### src/rtl/cpu_control_fsm.sv
// Fetch/decode/execute control sequencer for a 16-bit multi-cycle single-bus CPU.
// Optional macro CTRL_ILLEGAL_TRAP_EN: an illegal opcode halts instead of executing as a NOP.
module cpu_control_fsm #(
    parameter int unsigned REG_SEL_W   = 2,
    parameter int unsigned MEM_TIMEOUT = 15
) (
    input  logic                      clk,
    input  logic                      reset,
    input  logic                      run,
    input  logic [15:0]               ir_in,
    input  logic                      mem_ready,
    output logic                      pc_read,
    output logic                      pc_write,
    output logic                      pc_inc,
    output logic                      mar_write,
    output logic                      mem_read,
    output logic                      mem_write,
    output logic                      ir_write,
    output logic                      ir_read,
    output logic [2**REG_SEL_W-1:0]   reg_read,
    output logic [2**REG_SEL_W-1:0]   reg_write,
    output logic                      a_write,
    output logic                      alu_sub,
    output logic                      g_write,
    output logic                      g_read,
    output logic                      instr_done,
    output logic                      halted,
    output logic                      bus_error,
    output logic                      illegal
);

    localparam int unsigned NREG = 2**REG_SEL_W;

    localparam logic [3:0] OP_NOP   = 4'h0;
    localparam logic [3:0] OP_LOAD  = 4'h1;
    localparam logic [3:0] OP_STORE = 4'h2;
    localparam logic [3:0] OP_MOV   = 4'h3;
    localparam logic [3:0] OP_ADD   = 4'h4;
    localparam logic [3:0] OP_SUB   = 4'h5;
    localparam logic [3:0] OP_LDI   = 4'h6;
    localparam logic [3:0] OP_JMP   = 4'h7;
    localparam logic [3:0] OP_HALT  = 4'hF;

    typedef enum logic [3:0] {
        S_IDLE, S_F0, S_F1, S_DEC, S_MV, S_A0, S_A1, S_A2,
        S_M0, S_M1, S_I0, S_I1, S_J0, S_HLT
    } state_t;

    state_t                 r_state;
    state_t                 w_next;
    logic [7:0]             r_wait_cnt;
    logic                   r_bus_error;
    logic                   r_illegal;

    logic [3:0]             w_opcode;
    logic [REG_SEL_W-1:0]   w_rx;
    logic [REG_SEL_W-1:0]   w_ry;
    logic [NREG-1:0]        w_rx_oh;
    logic [NREG-1:0]        w_ry_oh;
    logic                   w_in_wait;
    logic                   w_timeout;
    logic                   w_illegal_op;
    logic                   w_unused_ir;

    assign w_opcode    = ir_in[15:12];
    assign w_rx        = ir_in[8 +: REG_SEL_W];
    assign w_ry        = ir_in[4 +: REG_SEL_W];
    assign w_rx_oh     = {{(NREG-1){1'b0}}, 1'b1} << w_rx;
    assign w_ry_oh     = {{(NREG-1){1'b0}}, 1'b1} << w_ry;
    assign w_unused_ir = ^ir_in;

    assign w_illegal_op = (w_opcode >= 4'h8) && (w_opcode <= 4'hE);
    assign w_in_wait    = (r_state == S_F1) || (r_state == S_M1) || (r_state == S_I1);
    // Timeout fires on the MEM_TIMEOUT-th cycle in a wait state; mem_ready in that cycle still wins.
    assign w_timeout    = w_in_wait && !mem_ready && (r_wait_cnt == 8'(MEM_TIMEOUT - 1));

    always_ff @(posedge clk or posedge reset) begin
        if (reset) begin
            r_state <= S_IDLE;
        end else begin
            r_state <= w_next;
        end
    end

    always_ff @(posedge clk or posedge reset) begin
        if (reset) begin
            r_wait_cnt  <= '0;
            r_bus_error <= 1'b0;
            r_illegal   <= 1'b0;
        end else begin
            if (w_in_wait && !mem_ready) begin
                r_wait_cnt <= r_wait_cnt + 8'd1;
            end else begin
                r_wait_cnt <= '0;
            end
            if (w_timeout) begin
                r_bus_error <= 1'b1;
            end
            if ((r_state == S_DEC) && w_illegal_op) begin
                r_illegal <= 1'b1;
            end
        end
    end

    always_comb begin
        w_next = r_state;
        case (r_state)
            S_IDLE: if (run) w_next = S_F0;
            S_F0:   w_next = S_F1;
            S_F1: begin
                if (mem_ready)      w_next = S_DEC;
                else if (w_timeout) w_next = S_HLT;
            end
            S_DEC: begin
                case (w_opcode)
                    OP_LOAD, OP_STORE: w_next = S_M0;
                    OP_MOV:            w_next = S_MV;
                    OP_ADD, OP_SUB:    w_next = S_A0;
                    OP_LDI:            w_next = S_I0;
                    OP_JMP:            w_next = S_J0;
                    OP_HALT:           w_next = S_HLT;
                    default: begin
`ifdef CTRL_ILLEGAL_TRAP_EN
                        if (w_illegal_op) w_next = S_HLT;
`endif
                    end
                endcase
            end
            S_A0:   w_next = S_A1;
            S_A1:   w_next = S_A2;
            S_M0:   w_next = S_M1;
            S_I0:   w_next = S_I1;
            S_M1, S_I1: if (w_timeout) w_next = S_HLT;
            S_HLT:  w_next = S_HLT;
            default: w_next = r_state;
        endcase
        // Every instruction-completing cycle returns to fetch or idles on run.
        if (instr_done) begin
            w_next = run ? S_F0 : S_IDLE;
        end
    end

    always_comb begin
        pc_read    = 1'b0;
        pc_write   = 1'b0;
        pc_inc     = 1'b0;
        mar_write  = 1'b0;
        mem_read   = 1'b0;
        mem_write  = 1'b0;
        ir_write   = 1'b0;
        reg_read   = '0;
        reg_write  = '0;
        a_write    = 1'b0;
        alu_sub    = 1'b0;
        g_write    = 1'b0;
        g_read     = 1'b0;
        instr_done = 1'b0;
        case (r_state)
            S_F0: begin
                pc_read   = 1'b1;
                mar_write = 1'b1;
            end
            S_F1: begin
                mem_read = 1'b1;
                if (mem_ready) begin
                    ir_write = 1'b1;
                    pc_inc   = 1'b1;
                end
            end
            S_DEC: begin
                if (w_opcode == OP_NOP) begin
                    instr_done = 1'b1;
                end
`ifndef CTRL_ILLEGAL_TRAP_EN
                if (w_illegal_op) begin
                    instr_done = 1'b1;
                end
`endif
            end
            S_MV: begin
                reg_read   = w_ry_oh;
                reg_write  = w_rx_oh;
                instr_done = 1'b1;
            end
            S_A0: begin
                reg_read = w_rx_oh;
                a_write  = 1'b1;
            end
            S_A1: begin
                reg_read = w_ry_oh;
                g_write  = 1'b1;
                alu_sub  = (w_opcode == OP_SUB);
            end
            S_A2: begin
                g_read     = 1'b1;
                reg_write  = w_rx_oh;
                instr_done = 1'b1;
            end
            S_M0: begin
                reg_read  = w_ry_oh;
                mar_write = 1'b1;
            end
            S_M1: begin
                if (w_opcode == OP_STORE) begin
                    reg_read  = w_rx_oh;
                    mem_write = 1'b1;
                    if (mem_ready) begin
                        instr_done = 1'b1;
                    end
                end else begin
                    mem_read = 1'b1;
                    if (mem_ready) begin
                        reg_write  = w_rx_oh;
                        instr_done = 1'b1;
                    end
                end
            end
            S_I0: begin
                pc_read   = 1'b1;
                mar_write = 1'b1;
            end
            S_I1: begin
                mem_read = 1'b1;
                if (mem_ready) begin
                    reg_write  = w_rx_oh;
                    pc_inc     = 1'b1;
                    instr_done = 1'b1;
                end
            end
            S_J0: begin
                reg_read   = w_rx_oh;
                pc_write   = 1'b1;
                instr_done = 1'b1;
            end
            default: begin
            end
        endcase
    end

    assign ir_read   = 1'b0;
    assign halted    = (r_state == S_HLT);
    assign bus_error = r_bus_error;
    assign illegal   = r_illegal;

endmodule

### config.mk
export PLATFORM = sky130hd
export DESIGN_NAME = cpu_control_fsm
export DESIGN_NICKNAME = d
export VERILOG_FILES = /design/src/rtl/cpu_control_fsm.sv
export SDC_FILE = /design/constraint.sdc
export NUM_CORES = 1
export LEC_CHECK = 0
export ABC_CLOCK_PERIOD_IN_PS = 1450
export CAP_MARGIN = 20
export CORE_MARGIN = 5
export CORE_UTILIZATION = 40
export CTS_CLUSTER_SIZE = 16
export DETAILED_ROUTE_END_ITERATION = 16
export GPL_TIMING_DRIVEN = 0
export PLACE_DENSITY = 0.78
export SLEW_MARGIN = 30
export SYNTH_ARGS = -nofsm -noshare
export SYNTH_HDL_FRONTEND = slang
export SYNTH_SLANG_ARGS = --single-unit
### constraint.sdc
create_clock -name clk -period 1.45 [get_ports clk]
set_input_delay 0.29 -clock clk [delete_from_list [all_inputs] [get_ports clk]]
set_output_delay 0.29 -clock clk [all_outputs]
set_load 0.005 [all_outputs]
==> Implementation_results.wiki, run 1 <==
{| class="wikitable"
! Metric !! Value
|-
| Unrepaired setup endpoints after global routing || yes
|-
| Most instantiated flip-flop cell in the synthesis netlist || sky130_fd_sc_hd__dfrtp_1
|-
| Cells traversed along the worst timing path || and4bb_2, buf_6, nor2_2, a41oi_2, buf_4, nor2_2, buf_2
|-
| Most frequent standard cell in the layout excluding fill and tap cells || sky130_fd_sc_hd__buf_6
|-
| Crit-path most repeated cell || sky130_fd_sc_hd__nor2_2
|-
| Relative slew slack || 62.18%
|-
| Synthesized net count || 177
|-
| Final worst-path cycle share || 144.4%
|-
| First-pass DRT Iterations || 5
|-
| Share of layout cells above drive strength 1 || 62.04%
|-
| Share of synthesized area spent on multiplexers || 1.885%
|-
| Post-layout net count || 268
|-
| Standard-cell rows || 19
|-
| Compound-Gate Fraction of Synth Area || 20.31%
|-
| Max-slew violations || 0
|-
| Minimum clock period || 2.094 ns
|-
| Setup crit end kind || output pin
|-
| Starting DRC count in detailed routing || 243
|-
| Worst endpoint data arrival time || 1.80 ns
|-
| Antenna violations before repair || 0
|-
| TritonCTS sink count || 14
|-
| Endpoints failing hold || 0
|-
| Number of input and output port buffers inserted || 31
|-
| Clk_lat worst skew || 0.29 ns
|-
| Worst hold path class || input pin to async pin
|-
| Count of mapped cells out of synthesis || 155
|-
| Placed instance area || 1593 um^2
|-
| DRC violation count after routing || 0
|-
| Clock Path Buffers || 2
|-
| Worst hold slack || 0.3312 ns
|-
| Summed negative setup slack over all endpoints || -11.71 ns
|-
| Largest driver fanout on the critical path || 4
|-
| Placeable core area || 2805 um^2
|-
| Kind of launch point of the worst setup path || register
|-
| Post-Syn Area || 1195 um^2
|-
| Slowest Stage Delay on Critical Path || 0.44 ns
|-
| Full die area || 4180 um^2
|-
| Proportion of register bits with asynchronous set or reset after synthesis || 100.0%
|-
| Setup violations, final || 33
|-
| Unique masters post-synth || 46
|-
| Worst vdd ir || 1.210 mV
|-
| Vias in the first global route || 1655
|-
| Root buffer cell || sky130_fd_sc_hd__clkbuf_4
|-
| Clock Pin Slew Worst Setup and Hold Paths || 0.08 ns
|-
| Leak pwr || 1.089 nW
|-
| Number of nets with antenna violations after routing || 0
|-
| Routability Congestion || 0.9275
|-
| Clk_skew || 0.004755 ns
|-
| Detailed-route wire length per cell || 23.64 um
|-
| Final critical-path setup slack || -0.6440 ns
|-
| Avg Synthesized Cell Area || 7.709 um^2
|-
| Largest net degree at the start of global routing || 15
|-
| Result of the run || finished, violations left
|-
| Number of flops mapped to enable cells by yosys || 0
|-
| MaxCap Viol Count || 0
|-
| Register bit count reported by yosys || 14
|-
| Simple-Gate Fraction of Synth Area || 35.29%
|-
| X dimension of the die || 64.66 um
|-
| Starting utilization of the core area || 42.60%
|-
| Via count of the routed design || 1772
|-
| Total inserted antenna cells || 0
|-
| Routed WL || 6.524 mm
|-
| Number of vias per cell || 6.420
|-
| Total I/O pin count || 44
|-
| Post-synthesis xor/xnor area fraction || 3.665%
|-
| Sequential cell area fraction in the yosys report || 29.32%
|-
| Worst-Margin Slew || 0.5652 ns
|-
| Maximum clock frequency || 0.4775 GHz
|-
| First-pass GRT wire length || 7.955 mm
|-
| Total routing resource utilization after global routing || 24.23%
|-
| Cell type of the slowest stage on the worst timing path || sky130_fd_sc_hd__dfrtp_2
|-
| DPL Wire Length || 2.595 mm
|-
| Area delta synth->final || 99.27%
|-
| Violations in the final reports || setup timing
|-
| Kind of critical path || register to output pin
|-
| CTS tree || done
|-
| Warning count from the yosys run || 0
|-
| Final total power || 0.004245 W
|-
| Synth Area in Adders || 2.094%
|-
| Residual overflow from global routing || 0
|-
| Area of all placed cells without fillers || 2381 um^2
|-
| Data required, critical path || 1.16 ns
|-
| Die H || 64.66 um
|-
| Dominant combinational cell family by area after synthesis || simple AND/OR/NAND/NOR gates
|-
| CTS H-tree depth || 1
|-
| Final design utilization || 84.88%
|-
| Total clock buffers created by CTS || 3
|-
| Fillcell total || 127
|-
| Leading cell types in the layout, fill and taps excluded || 32 x sky130_fd_sc_hd__buf_6, 30 x sky130_fd_sc_hd__buf_4, 19 x sky130_fd_sc_hd__buf_2, 13 x sky130_fd_sc_hd__nor2_1, 12 x sky130_fd_sc_hd__nand2_1
|-
| Pwr dens || 1783 nW/um^2
|}
## path summary, 6_finish.rpt
path / slack, ns / cells after the start / end / start
worst max-delay path: -0.64 / 7 / reg_write[2] / r_state[1]
min in group clk: 0.39 / 3 / illegal / ir_in[14]
worst max register to register: -0.51 / 6 / r_state[3] / r_state[2]
worst min register to register: 0.47 / 1 / bus_error / bus_error
max in group asynchronous: 0.75 / 2 / r_state[1] / reset
worst min-delay path: 0.33 / 2 / r_state[2] / reset
## where the power goes
part,internal (W),switching [W]
Combinational,0.00171,0.00170
Clock,0.000153,0.000130
Sequential,0.000466,0.0000771
Total,0.00233,0.00191
## synth_stat cells, drive strengths merged, types with 2 or more instances
cell / count / area share, %
or3: 2 / 1.0
inv: 5 / 1.6
and3: 3 / 1.6
ha: 2 / 2.1
nor2b: 4 / 2.1
nor4b: 2 / 1.5
o21a: 2 / 1.3
mux2: 2 / 1.9
a32oi: 3 / 2.2
nor3: 5 / 2.1
xor2: 4 / 2.9
nand2: 19 / 6.0
and2: 2 / 1.3
nand2b: 7 / 4.3
a21oi: 6 / 2.5
o21ai: 6 / 3.5
buf: 9 / 5.2
dfrtp: 14 / 29
a41oi: 2 / 1.5
nand4: 2 / 1.0
nor2: 28 / 8.8
nand3: 5 / 2.5
o22ai: 4 / 2.1
## cell families (layout without fill, tap and decap cells)
family                   count (synthesis)  after routing
XOR/XNOR                                 5              5
multiplexers                             2              2
buffers and inverters                   15            105
adder cells (fa/ha/maj)                  2              2
other                                    1              1
AND/OR/NAND/NOR                         83             83
flip-flops                              14             14
AO/OA/AOI/OAI                           33             33
## sequential cells by signal, indices dropped and copies added (netlist names)
signal / cells
r_state: 4
bus_error: 1
illegal: 1
r_wait_cnt: 8
## through the flow
stage | instances | setup WS, ns
2_1_floorplan | 155 | -0.05960
6_report | 276 | -0.6440
3_5_place_dp | 217 | -1.195
5_1_grt | 276 | -0.7029
3_3_place_gp | 217 | -1.139
4_1_cts | 259 | -0.5684
## critical path, delay by kind of cell, from the launching register on
family / cells / cell delay (ns)
buffers and inverters: 3 / 0.43
AO/OA/AOI/OAI: 1 / 0.21
AND/OR/NAND/NOR: 3 / 0.44
flip-flops: 1 / 0.44
## layout make-up
cell class / instances / area (um^2) / share of cell area, %
Clock buffer: 4 / 36.28 / 1.524
Inverter: 5 / 25.02 / 1.051
Buffer: 10 / 108.9 / 4.572
Tap cell: 31 / 38.79 / 1.629
Sequential cell: 14 / 354.1 / 14.87
Timing Repair Buffer: 86 / 740.7 / 31.11
Multi-Input combinational cell: 126 / 1077 / 45.24
## repair_timing
action | in CTS | in global routing
hold endpoints to repair | 0 | 0
setup buffers | 38 | 23
resized for setup | 146 | 53
hold buffers | 0 | 0
pin swaps | 24 | 17
setup endpoints to repair | 24 | 36
gates cloned | 1 | 0
## layer usage
| layer | vias up | track usage (%) | routed length, um |
|---|---|---|---|
| li1 | 727 | - | - |
| met1 | 827 | 26.52 | 2369 |
| met2 | 154 | 41.11 | 3046 |
| met3 | 64 | 6.736 | 575 |
| met4 | 0 | 15.83 | 534 |
| met5 | - | 0 | 0 |
Power figures use the tool's default switching activity.
==> run 2: changes to the inputs <==
SLEW_MARGIN = unset   (was 30)
==> results of run 2 <==
The final DEF is identical to that of run 1; final timing and power are the same.
